<file path="src/rtl/soc_timer_event_arbiter_pkg.sv">
// Shared types and the round-robin search used by the timer event arbiter.
package soc_timer_pkg;

  localparam int TIMER_MAX = 16;

  typedef logic [3:0] timer_id_t;

  // Find the first set request after 'last', wrapping through all 16 positions.
  // The result is {found, id}. Positions that are not wired to a timer must be
  // driven 0 by the caller so that the search skips them.
  function automatic logic [4:0] rr_pick(input logic [TIMER_MAX-1:0] req,
                                         input timer_id_t last);
    logic      found;
    timer_id_t id;
    timer_id_t idx;
    found = 1'b0;
    id    = '0;
    for (int off = 1; off <= TIMER_MAX; off++) begin
      idx = last + timer_id_t'(off);
      if (!found && req[idx]) begin
        found = 1'b1;
        id    = idx;
      end
    end
    return {found, id};
  endfunction

endpackage

</file>
<file path="src/rtl/soc_timer_event_arbiter_if.sv">
// Consumer-side event handshake: the head of the event queue and its ready.
interface soc_timer_event_arbiter_if;
  import soc_timer_pkg::*;

  logic      evt_valid;
  timer_id_t evt_id;
  logic      evt_ready;

  modport master (output evt_valid, output evt_id, input evt_ready);
  modport slave  (input evt_valid, input evt_id, output evt_ready);

endinterface

</file>
<file path="src/rtl/soc_timer_event_arbiter_fifo.sv">
// Small synchronous FIFO for peripheral event IDs. A push is accepted when not
// full, or when full with a pop on the same edge; a pop is ignored when empty.
module soc_event_fifo #(
  parameter int WIDTH = 4,
  parameter int DEPTH = 4
) (
  input  logic                     clk,
  input  logic                     res,
  input  logic                     push,
  input  logic [WIDTH-1:0]         din,
  output logic                     full,
  input  logic                     pop,
  output logic [WIDTH-1:0]         dout,
  output logic                     empty,
  output logic [$clog2(DEPTH):0]   count
);

  localparam int AW = $clog2(DEPTH);
  localparam int CW = AW + 1;

  logic [WIDTH-1:0] r_mem [DEPTH];
  logic [AW-1:0]    r_wr_ptr;
  logic [AW-1:0]    r_rd_ptr;
  logic [CW-1:0]    r_count;
  logic             w_do_push;
  logic             w_do_pop;

  assign full      = (r_count == CW'(DEPTH));
  assign empty     = (r_count == '0);
  assign count     = r_count;
  assign dout      = r_mem[r_rd_ptr];
  assign w_do_pop  = pop && !empty;
  assign w_do_push = push && (!full || w_do_pop);

  // Storage write and pointer/count bookkeeping; pointers wrap naturally.
  always_ff @(posedge clk or negedge res) begin
    if (!res) begin
      for (int i = 0; i < DEPTH; i++) r_mem[i] <= '0;
      r_wr_ptr <= '0;
      r_rd_ptr <= '0;
      r_count  <= '0;
    end else begin
      if (w_do_push) begin
        r_mem[r_wr_ptr] <= din;
        r_wr_ptr        <= r_wr_ptr + AW'(1);
      end
      if (w_do_pop) r_rd_ptr <= r_rd_ptr + AW'(1);
      if (w_do_push && !w_do_pop)      r_count <= r_count + CW'(1);
      else if (w_do_pop && !w_do_push) r_count <= r_count - CW'(1);
    end
  end

endmodule

</file>
<file path="src/rtl/soc_timer_event_arbiter.sv">
// Latches timer expiry pulses into pending bits, grants one pending timer per
// cycle round-robin into an ID queue, and flags events lost to coalescing.
module soc_timer_event_arbiter
  import soc_timer_pkg::*;
#(
  parameter int TIMER_COUNT = 16,
  parameter int FIFO_DEPTH  = 4
) (
  input  logic                   clk,
  input  logic                   res,
  input  logic [TIMER_COUNT-1:0] event_pulse,
  input  logic [TIMER_COUNT-1:0] event_mask,
  output logic [TIMER_COUNT-1:0] pending,
  output logic                   irq,
  output logic                   overflow,
  input  logic                   overflow_clear,
  soc_timer_event_arbiter_if.master evt_if
);

  localparam timer_id_t RR_RESET = timer_id_t'(TIMER_COUNT - 1);
  localparam int        CW       = $clog2(FIFO_DEPTH) + 1;

  logic [TIMER_COUNT-1:0] r_pending;
  timer_id_t              r_rr_last;
  logic                   r_overflow;

  logic [TIMER_MAX-1:0]   w_req;
  logic [4:0]             w_pick;
  timer_id_t              w_pick_id;
  logic                   w_pick_found;
  logic                   w_full;
  logic                   w_empty;
  logic [CW-1:0]          w_count;
  timer_id_t              w_dout;
  logic                   w_pop;
  logic                   w_can_push;
  logic                   w_grant;
  logic [TIMER_COUNT-1:0] w_set;
  logic [TIMER_COUNT-1:0] w_gnt_oh;
  logic                   w_lost;

  // Widen pending to the full search space; unused positions stay 0 so they are skipped.
  always_comb begin
    w_req = '0;
    for (int i = 0; i < TIMER_COUNT; i++) w_req[i] = r_pending[i];
  end

  assign w_pick       = rr_pick(w_req, r_rr_last);
  assign w_pick_found = w_pick[4];
  assign w_pick_id    = w_pick[3:0];

  assign w_pop      = !w_empty && evt_if.evt_ready;
  assign w_can_push = !w_full || w_pop;
  assign w_grant    = w_pick_found && w_can_push;
  assign w_set      = event_pulse & event_mask;

  // One-hot of this cycle's grant, and detection of pulses merged into a waiting bit.
  always_comb begin
    w_gnt_oh = '0;
    for (int i = 0; i < TIMER_COUNT; i++)
      w_gnt_oh[i] = w_grant && (w_pick_id == timer_id_t'(i));
    w_lost = |(w_set & r_pending & ~w_gnt_oh);
  end

  // Pending, round-robin pointer and sticky overflow; a new pulse wins over a grant clear.
  always_ff @(posedge clk or negedge res) begin
    if (!res) begin
      r_pending  <= '0;
      r_rr_last  <= RR_RESET;
      r_overflow <= 1'b0;
    end else begin
      r_pending <= (r_pending & ~w_gnt_oh) | w_set;
      if (w_grant) r_rr_last <= w_pick_id;
      if (w_lost)              r_overflow <= 1'b1;
      else if (overflow_clear) r_overflow <= 1'b0;
    end
  end

  soc_event_fifo #(
    .WIDTH (4),
    .DEPTH (FIFO_DEPTH)
  ) u_fifo (
    .clk   (clk),
    .res   (res),
    .push  (w_grant),
    .din   (w_pick_id),
    .full  (w_full),
    .pop   (w_pop),
    .dout  (w_dout),
    .empty (w_empty),
    .count (w_count)
  );

  // All outputs decode flops only, so nothing combinational reaches them from the pulses.
  assign evt_if.evt_valid = !w_empty;
  assign evt_if.evt_id    = w_empty ? '0 : w_dout;
  assign irq              = (w_count != '0);
  assign pending          = r_pending;
  assign overflow         = r_overflow;

endmodule

</file>
<file path="src/flat_wrapper.sv">
// flat-port wrapper written by rule: the top's interface ports become plain ports
module soc_timer_event_arbiter_flat import soc_timer_pkg::*;
#(
  parameter int TIMER_COUNT = 16,
  parameter int FIFO_DEPTH  = 4
)
  (clk, res, event_pulse, event_mask, pending, irq, overflow, overflow_clear, evt_if_evt_valid, evt_if_evt_id, evt_if_evt_ready);
  soc_timer_event_arbiter_if evt_if_i ();
  input  logic clk;
  input  logic res;
  input  logic [TIMER_COUNT-1:0] event_pulse;
  input  logic [TIMER_COUNT-1:0] event_mask;
  output logic [TIMER_COUNT-1:0] pending;
  output logic irq;
  output logic overflow;
  input  logic overflow_clear;
  output wire logic [$bits(evt_if_i.evt_valid)-1:0] evt_if_evt_valid;
  output wire logic [$bits(evt_if_i.evt_id)-1:0] evt_if_evt_id;
  input wire logic [$bits(evt_if_i.evt_ready)-1:0] evt_if_evt_ready;
  assign evt_if_evt_valid = evt_if_i.evt_valid;
  assign evt_if_evt_id = evt_if_i.evt_id;
  assign evt_if_i.evt_ready = evt_if_evt_ready;
  soc_timer_event_arbiter #(.TIMER_COUNT(TIMER_COUNT), .FIFO_DEPTH(FIFO_DEPTH)) u_core (.clk(clk), .res(res), .event_pulse(event_pulse), .event_mask(event_mask), .pending(pending), .irq(irq), .overflow(overflow), .overflow_clear(overflow_clear), .evt_if(evt_if_i));
endmodule
</file>
<file path="config.mk">
export PLATFORM = sky130hd
export DESIGN_NAME = soc_timer_event_arbiter_flat
export DESIGN_NICKNAME = d
export VERILOG_FILES = /design/src/rtl/soc_timer_event_arbiter_pkg.sv /design/src/rtl/soc_timer_event_arbiter_if.sv /design/src/rtl/soc_timer_event_arbiter_fifo.sv /design/src/rtl/soc_timer_event_arbiter.sv /design/src/flat_wrapper.sv
export SDC_FILE = /design/constraint.sdc
export NUM_CORES = 1
export LEC_CHECK = 0
export ABC_CLOCK_PERIOD_IN_PS = 13200
export BUFFER_PORTS_ARGS = -buffer_cell sky130_fd_sc_hd__buf_4
export CORE_MARGIN = 4
export CORE_UTILIZATION = 39
export DETAILED_ROUTE_END_ITERATION = 10
export PLACE_DENSITY = 0.68
export SETUP_SLACK_MARGIN = 0.4
export SYNTH_ARGS = -nofsm -noshare
export SYNTH_HDL_FRONTEND = slang
export SYNTH_HIERARCHICAL = 1
export SYNTH_SLANG_ARGS = --single-unit
</file>
<file path="constraint.sdc">
create_clock -name clk -period 13.2 [get_ports clk]
set_clock_uncertainty 0.1 [all_clocks]
set_input_delay 2.64 -clock clk [delete_from_list [all_inputs] [get_ports clk]]
set_output_delay 2.64 -clock clk [all_outputs]
set_load 0.05 [all_outputs]
</file>
==> results of run 1 <==
[cell usage in the layout (no fill, tap or decap), drive strengths merged, types with 5 or more instances in the layout]
cell type / synthesis / layout
ha: 13 / 13
clkbuf: 7 / 5
a22o: 5 / 5
o211ai: 6 / 6
a2111oi: 8 / 8
inv: 13 / 14
nor2: 27 / 27
o22ai: 11 / 11
mux4: 28 / 28
nand2b: 11 / 11
mux2i: 35 / 35
nor3: 14 / 14
dfrtp: 40 / 40
o21ai: 25 / 25
nor2b: 5 / 5
and2: 5 / 5
buf: 14 / 60
a21oi: 23 / 23
o31ai: 5 / 5
xor2: 7 / 7
a31oi: 11 / 11
nand3: 33 / 33
nand2: 73 / 73
mux2: 40 / 40
xnor2: 11 / 11
[kinds of logic (layout without fill, tap and decap cells)]
| group | Yosys count | in the layout | synth area share, % |
|---|---|---|---|
| and+or+nand+nor | 201 | 201 | 20.4 |
| DFF | 44 | 44 | 21.3 |
| adders and majority gates | 14 | 14 | 3.52 |
| muxes | 103 | 103 | 28.1 |
| buffers and inverters | 36 | 83 | 3.83 |
| AOI/OAI and AO/OA | 137 | 137 | 19.1 |
| xor gates and xnor gates | 18 | 18 | 3.76 |
[layer usage]
layer | vias up | global-route usage [%] | wire (um)
met2 | 316 | 35.3 | 7930
met1 | 2391 | 30.6 | 6750
li1 | 2244 | - | -
met3 | 55 | 3.93 | 1610
met5 | - | 0 | 0
met4 | 0 | 10.1 | 714
[synthesized netlist by cell type, drive strengths merged (8+ instances only)]
cell / instances
inv: 13
ha: 13
a31oi: 11
buf: 14
nor2: 27
xnor2: 11
o22ai: 11
nand3: 33
dfrtp: 40
nor3: 14
o21ai: 25
a2111oi: 8
a21oi: 23
nand2: 73
mux4: 28
mux2: 40
nand2b: 11
mux2i: 35
[metrics by stage]
step	cell area (um2)	util, %	hold slack, ns	setup slack (ns)
6_report	5890	45.9	0.406	6.75
5_1_grt	5890	45.9	0.434	6.41
4_1_cts	5890	45.9	0.411	6.96
3_5_place_dp	5720	44.6	0.395	6.97
3_3_place_gp	5720	44.6	0.383	7.20
2_1_floorplan	5190	-	0.375	8.22
[flip-flops by register name, summed over array words and instances (netlist names)]
signal	flops
u_core/u_fifo/count	3
u_core/u_fifo/r_rd_ptr	2
u_core/pending	16
u_core/r_rr_last	4
u_core/u_fifo/r_wr_ptr	2
u_core/overflow	1
u_core/u_fifo/r_mem	16
[layout make-up]
cell class,instances,area (um2)
Clock buffer,5,125
Clock inverter,3,46.3
Fill cell,1227,6940
Inverter,15,56.3
Multi-Input combinational cell,473,3890
Sequential cell,44,1110
Tap cell,172,215
Timing Repair Buffer,60,450
[worst max-delay path, stage by stage, from the launching register on]
cell and delay [ns]:
dfstp_2 1.07, inv_1 0.27, ha_1 0.36, buf_4 0.31, clkinv_1 0.34, mux4_1 0.42
mux2i_1 0.64, a21oi_1 0.11, a2111oi_0 0.67, a221o_1 0.29, o211ai_1 0.16, a21oi_4 0.45
nand3_1 0.20, o2111ai_1 0.26, o2111ai_1 0.13, or4_1 0.52
[how the worst max path moves through the flow]
stage | start | end | depth (start not counted)
finish | u_core/r_rr_last[0] | u_core/overflow | 15
global route | u_core/r_rr_last[0] | u_core/overflow | 15
CTS | u_core/r_rr_last[0] | u_core/overflow | 15
detailed placement | u_core/r_rr_last[0] | u_core/overflow | 15
global placement | u_core/r_rr_last[0] | u_core/overflow | 15
floorplan | u_core/r_rr_last[1] | u_core/u_fifo/count[2] | 19
==> flow_summary.ini, run 1 <==
[clock_tree]
insertion_delay_ns = 0.29
cts_buffer_depth = 2
htree_levels = 2
postCtsSetupRepairBufs = 0
cts_tree = done
clk_pin_slew_ns = 0.07
hold_buffers = 0
cts-root-buf = clkbuf_16
cts_resized = 0
cts_buffers = 5
cts.sinks = 44

[setup_path]
startpoint_type = flip-flop
cp_max_fo = 38
reg2reg_from = u_core/r_rr_last[0]
end_kind = flip-flop
crit_required_ns = 13.26
crit_type = flip-flop to flip-flop
arrival_ns = 6.51
rrSetupSlack_ns = 6.75
r2r_cells = 15
r2r_end = u_core/overflow

[route]
drtIter0Drc = 648
vias_per_cell = 6.48
ant_nets = 0
first_pass_iters = 5
routed-via-count = 5006
drcViolationCount = 0
wl_per_cell_um = 22.0
finalWirelength_um = 17000

[synthesis]
ys_types = 85
yosysSeqAreaShare_pct = 21.3
synth-main-ff-cell = dfrtp_1
synth_nets = 603
avgSynthCellArea_um2 = 9.39
async_reset_ff_share_pct = 100
ys_ff_latch = 44
synth-edff-count = 0
syn_inst = 553
yosysWarnings = 6
yosysTopAreaCellShare_pct = 19.3
synth_area_leaders = dfrtp_1 (19%), mux4_2 (10%), mux2_2 (7.6%)
synth.largest_area_cell = dfrtp_1
synth_area_um2 = 5190

[worst_hold_path]
worstHoldStart = u_core/u_fifo/r_mem[13]
hold_path_class = flip-flop to flip-flop
hold_path_depth = 1
hold_path_end = u_core/u_fifo/r_mem[13]

[timing]
fmax_ghz = 0.155
finalHoldViolCount = 0
period_share_pct = 48.9
tightest_slew_ns = 1.30
slew_headroom_pct = 11.1
rsz0062_at_grt = false
slew_violations = 0
period_needed_ns = 6.45
setup_viol = 0
setup_tns_ns = 0

[global_routing]
grt_first_pass_wirelength_um = 26700
track_usage_pct = 22.6
first_global_vias = 4827
grt_max_degree = 45
antenna_found_initial = 0
gr-total-overflow = 0

[outcome]
status = complete, no violations

[floorplan]
dieArea_um2 = 15200
die-width_um = 123
core_area_um2 = 12800
die_y_um = 123
placementRows = 41
start_util_pct = 40.5
ios = 59

[job]
drv_cap = 0

[final_layout]
stdcell_count = 772
drive_above_1_share_pct = 26.2
area_growth_pct = 13.4
nets = 649
antenna_cells = 0

[placement]
portBuffers = 58
gp_congestion = 1.04
place_hpwl_um = 12800
placed_cells_incl_taps = 764
Power of run 1 is not shown: default switching activity piles up to over one toggle a cycle in this logic, so the estimate is an artifact.
==> run 2, diff against run 1 <==
--- a/config.mk
+++ b/config.mk
@@ -5,12 +5,12 @@
 export SDC_FILE = /design/constraint.sdc
 export NUM_CORES = 1
 export LEC_CHECK = 0
-export ABC_CLOCK_PERIOD_IN_PS = 13200
+export ABC_CLOCK_PERIOD_IN_PS = 5800
 export BUFFER_PORTS_ARGS = -buffer_cell sky130_fd_sc_hd__buf_4
 export CORE_MARGIN = 4
 export CORE_UTILIZATION = 39
 export DETAILED_ROUTE_END_ITERATION = 10
-export PLACE_DENSITY = 0.68
+export PLACE_DENSITY = 0.7
 export SETUP_SLACK_MARGIN = 0.4
 export SYNTH_ARGS = -nofsm -noshare
 export SYNTH_HDL_FRONTEND = slang
==> constraint.sdc (replaced) <==
create_clock -name clk -period 5.8 [get_ports clk]
set_clock_uncertainty 0.1 [all_clocks]
set_input_delay 1.16 -clock clk [delete_from_list [all_inputs] [get_ports clk]]
set_output_delay 1.16 -clock clk [all_outputs]
set_load 0.05 [all_outputs]
==> flow_summary.ini, run 2 (same netlist as run 1, synthesis figures left out) <==
[route]
ant_nets = 0
drtIter0Drc = 548
drcViolationCount = 0
wl_per_cell_um = 22.7
first_pass_iters = 5
vias_per_cell = 6.51
routed-via-count = 5146
finalWirelength_um = 18000

[timing]
slew_violations = 0
period_needed_ns = 5.30
setup_viol = 0
finalHoldViolCount = 0
period_share_pct = 91.4
fmax_ghz = 0.189
rsz0062_at_grt = false
tightest_slew_ns = 0.990
slew_headroom_pct = 32.3
setup_tns_ns = 0

[final_layout]
drive_above_1_share_pct = 30.0
area_growth_pct = 17.9
antenna_cells = 0
final_common_cell = buf_4
mostFrequentLayoutCells = buf_4 (77), nand2_1 (71), dfrtp_1 (40), mux2_2 (35), nand3_1 (33)
nets = 668

[global_routing]
grt_max_degree = 45
track_usage_pct = 23.5
gr-total-overflow = 0
first_global_vias = 5022
antenna_found_initial = 0
grt_first_pass_wirelength_um = 27900

[clock_tree]
cts_buffers = 5
clk_pin_slew_ns = 0.06
cts.sinks = 44
htree_levels = 2
cts-root-buf = clkbuf_16
cts_tree = done
cts_buffer_depth = 2
hold_buffers = 0
insertion_delay_ns = 0.29

[floorplan]
core_area_um2 = 12800
ios = 59
die_y_um = 123
start_util_pct = 40.5
die-width_um = 123
dieArea_um2 = 15200
placementRows = 41

[setup_path]
startpoint_type = flip-flop
arrival_ns = 5.36
rrSetupSlack_ns = 0.50
crit_type = flip-flop to flip-flop
crit_required_ns = 5.86
cp_max_fo = 12
end_kind = flip-flop

[placement]
place_hpwl_um = 13600
gp_congestion = 0.979
portBuffers = 58

[outcome]
status = complete, no violations

[worst_hold_path]
hold_path_class = flip-flop to flip-flop

[job]
drv_cap = 0
## run 2: cell count changes in the layout (fill, tap and decap cells not counted), sizes merged
cell	previous run	this run
buf	60	79
## run 2: path summary, 6_finish.rpt
path                                        start                     end  cells past startpoint
min                        u_core/u_fifo/r_mem[4]  u_core/u_fifo/r_mem[4]                      1
max in group asynchronous                     res     u_core/r_rr_last[0]                      1
min in group asynchronous                     res  u_core/u_fifo/r_mem[6]                      1
max reg2reg                   u_core/r_rr_last[1]         u_core/overflow                     13
min reg2reg                u_core/u_fifo/r_mem[4]  u_core/u_fifo/r_mem[4]                      1
max                           u_core/r_rr_last[1]         u_core/overflow                     13
## run 2: final cells by class
type                            count  area [um2]
Multi-Input combinational cell    473        3980
Timing Repair Buffer               79         601
Clock inverter                      3        46.3
Sequential cell                    44        1110
Fill cell                        1228        6700
Clock buffer                        5         125
Tap cell                          172         215
Inverter                           15        56.3
## run 2: layer usage
metal | vias up | part of all wire [%] | global-route usage, %
met5 | - | 0 | 0
met2 | 291 | 47 | 37.8
li1 | 2278 | - | -
met1 | 2508 | 40 | 31.6
met3 | 69 | 7.5 | 2.47
met4 | 0 | 5.7 | 11.8
## run 2: metrics by stage
| step | cells | instance area, um2 | hold WS, ns | util (%) | worst slack, ns |
|---|---|---|---|---|---|
| final | 791 | 6130 | 0.407 | 47.8 | 0.499 |
| after global routing | 791 | 6130 | 0.415 | 47.8 | 0.397 |
| after CTS | 789 | 6020 | 0.407 | 46.9 | 0.431 |
| after detailed placement | 781 | 5850 | 0.391 | 45.6 | 0.342 |
| after global placement | 781 | 5850 | 0.385 | 45.6 | 0.411 |
| after floorplan | 553 | 5190 | 0.375 | - | 0.817 |
## run 2: repair_timing
action,4_1_cts,5_1_grt
buffers inserted,0,2
gates resized for setup,1,16
pin swaps,0,2
endpoints found under the setup margin,1,3
hold endpoints to repair,0,0
## run 2: critical path, cell delays in order (launching register included)
cell and delay, ns:
dfstp_2 0.67, ha_1 0.43, xnor2_2 0.24, mux4_1 0.75, mux2i_2 0.47, nand2_1 0.10, a2111oi_0 0.50, o211ai_1 0.23
and4bb_4 0.27, mux2i_1 0.19, a222oi_1 0.13, nor3_1 0.37, o2111ai_1 0.18, or4_1 0.54
Power of run 2 is left out for the same reason.
==> run 3, diff against run 2 <==
--- a/config.mk
+++ b/config.mk
@@ -5,7 +5,7 @@
 export SDC_FILE = /design/constraint.sdc
 export NUM_CORES = 1
 export LEC_CHECK = 0
-export ABC_CLOCK_PERIOD_IN_PS = 5800
+export ABC_CLOCK_PERIOD_IN_PS = 4800
 export BUFFER_PORTS_ARGS = -buffer_cell sky130_fd_sc_hd__buf_4
 export CORE_MARGIN = 4
 export CORE_UTILIZATION = 39
==> constraint.sdc (replaced) <==
create_clock -name clk -period 4.8 [get_ports clk]
set_clock_uncertainty 0.1 [all_clocks]
set_input_delay 0.96 -clock clk [delete_from_list [all_inputs] [get_ports clk]]
set_output_delay 0.96 -clock clk [all_outputs]
set_load 0.05 [all_outputs]
==> flow_summary.ini, run 3 (same netlist as run 1, synthesis figures left out) <==
[global_routing]
grt_max_degree = 45
gr-total-overflow = 0
grt_first_pass_wirelength_um = 30400
track_usage_pct = 25.9
antenna_found_initial = 0
first_global_vias = 5573

[route]
drcViolationCount = 0
routed-via-count = 5654
drtIter0Drc = 606
vias_per_cell = 6.45
finalWirelength_um = 20200
ant_nets = 0
first_pass_iters = 6
wl_per_cell_um = 23.0

[final_layout]
multi_input_area_um2 = 4300
final_common_cell = buf_4
drive_above_1_share_pct = 45.3
utilization_pct = 56.2
nets = 753
ff_latch_area_um2 = 1110
antenna_cells = 0
fillers = 1087
mostFrequentLayoutCells = buf_4 (150), nand2_1 (69), dfrtp_1 (40), mux2_2 (33), nand3_1 (31)
area_growth_pct = 38.8

[timing]
slew_headroom_pct = 36.9
slew_violations = 0
tightest_slew_ns = 0.943
setup_tns_ns = 0
rsz0062_at_grt = true
period_needed_ns = 4.66
setup_viol = 0
finalHoldViolCount = 0
period_share_pct = 97.0
timing.hold.ws_ns = 0.409
fmax_ghz = 0.215

[clock_tree]
cts_buffers = 5
cts-root-buf = clkbuf_16
insertion_delay_ns = 0.29
cts_buffer_depth = 2
cts.sinks = 44
cts_tree = done
htree_levels = 2
clk_pin_slew_ns = 0.06

[floorplan]
die_y_um = 123
core_area_um2 = 12800
start_util_pct = 40.5
die-width_um = 123
ios = 59
dieArea_um2 = 15200
placementRows = 41

[setup_path]
crit_required_ns = 4.86
crit_family = simple AND/OR/NAND/NOR gates
end_kind = flip-flop
arrival_ns = 4.71
cp.buffers_inverters = 1
startpoint_type = flip-flop
critical_path.cell_chain = ha_1 > a21boi_0 > nor2_2 > mux4_2 > or2_1 > nor4_4 > nand2_2 > or3b_4 > a21oi_4 > buf_6 > nand3_1 > a21oi_2 > o22ai_1 > or4_1
critical_path.max_stage_delay_ns = 0.63
crit_slowest_cell = dfstp_2
cp_max_fo = 7
crit_type = flip-flop to flip-flop

[placement]
place_hpwl_um = 14200
gp_congestion = 1.06
portBuffers = 58

[job]
drv_cap = 0

[outcome]
status = complete, no violations

[worst_hold_path]
hold_path_class = flip-flop to flip-flop
==> run 3: worst paths after layout <==
path | from | depth (start not counted) | slack, ns | endpoint
worst max-delay path | u_core/r_rr_last[1] | 14 | 0.14 | u_core/overflow
worst min-delay path | u_core/u_fifo/r_mem[0] | 1 | 0.41 | u_core/u_fifo/r_mem[0]
worst max register to register | u_core/r_rr_last[1] | 14 | 0.14 | u_core/overflow
worst min register to register | u_core/u_fifo/r_mem[0] | 1 | 0.41 | u_core/u_fifo/r_mem[0]
max in group asynchronous | res | 1 | 3.65 | u_core/pending[1]
min in group asynchronous | res | 1 | 0.57 | u_core/u_fifo/r_mem[1]
==> run 3: timing repair <==
item                       4_1_cts  5_1_grt
pin swaps                       10       18
gates resized for setup         39       41
hold buffers                     0        0
buffers inserted                20       24
setup endpoints to repair        3       12
cloned                           4        0
==> run 3: per-stage QoR <==
stage / std cells / setup WS [ns] / instance area, um2
2_1_floorplan: 553 / 0.290 / 5300
3_3_place_gp: 820 / -0.0568 / 6240
3_5_place_dp: 820 / -0.00190 / 6240
4_1_cts: 852 / 0.256 / 6860
5_1_grt: 876 / 0.0502 / 7210
6_report: 876 / 0.144 / 7210
==> run 3: routing by layer <==
layer | wire length (um) | global-route usage (%)
met4 | 1050 | 12.7
met5 | 0 | 0
met3 | 1840 | 3.71
met1 | 8040 | 35.1
met2 | 9230 | 40.5
==> run 3: worst reg2reg max path, stage by stage, from the launching register on <==
cell      delay, ns
dfstp_2        0.63
ha_1           0.31
a21boi_0       0.23
nor2_2         0.25
mux4_2         0.61
or2_1          0.34
nor4_4         0.27
nand2_2        0.15
or3b_4         0.43
a21oi_4        0.24
buf_6          0.18
nand3_1        0.09
a21oi_2        0.11
o22ai_1        0.07
or4_1          0.51
==> run 3: final cells by class <==
type / instances / share of cell area, %
Sequential cell: 44 / 15.3
Multi-Input combinational cell: 474 / 59.6
Clock buffer: 6 / 1.93
Inverter: 15 / 0.989
Clock inverter: 2 / 0.538
Tap cell: 172 / 2.98
Timing Repair Buffer: 163 / 18.6
Power of run 3 is left out for the same reason.
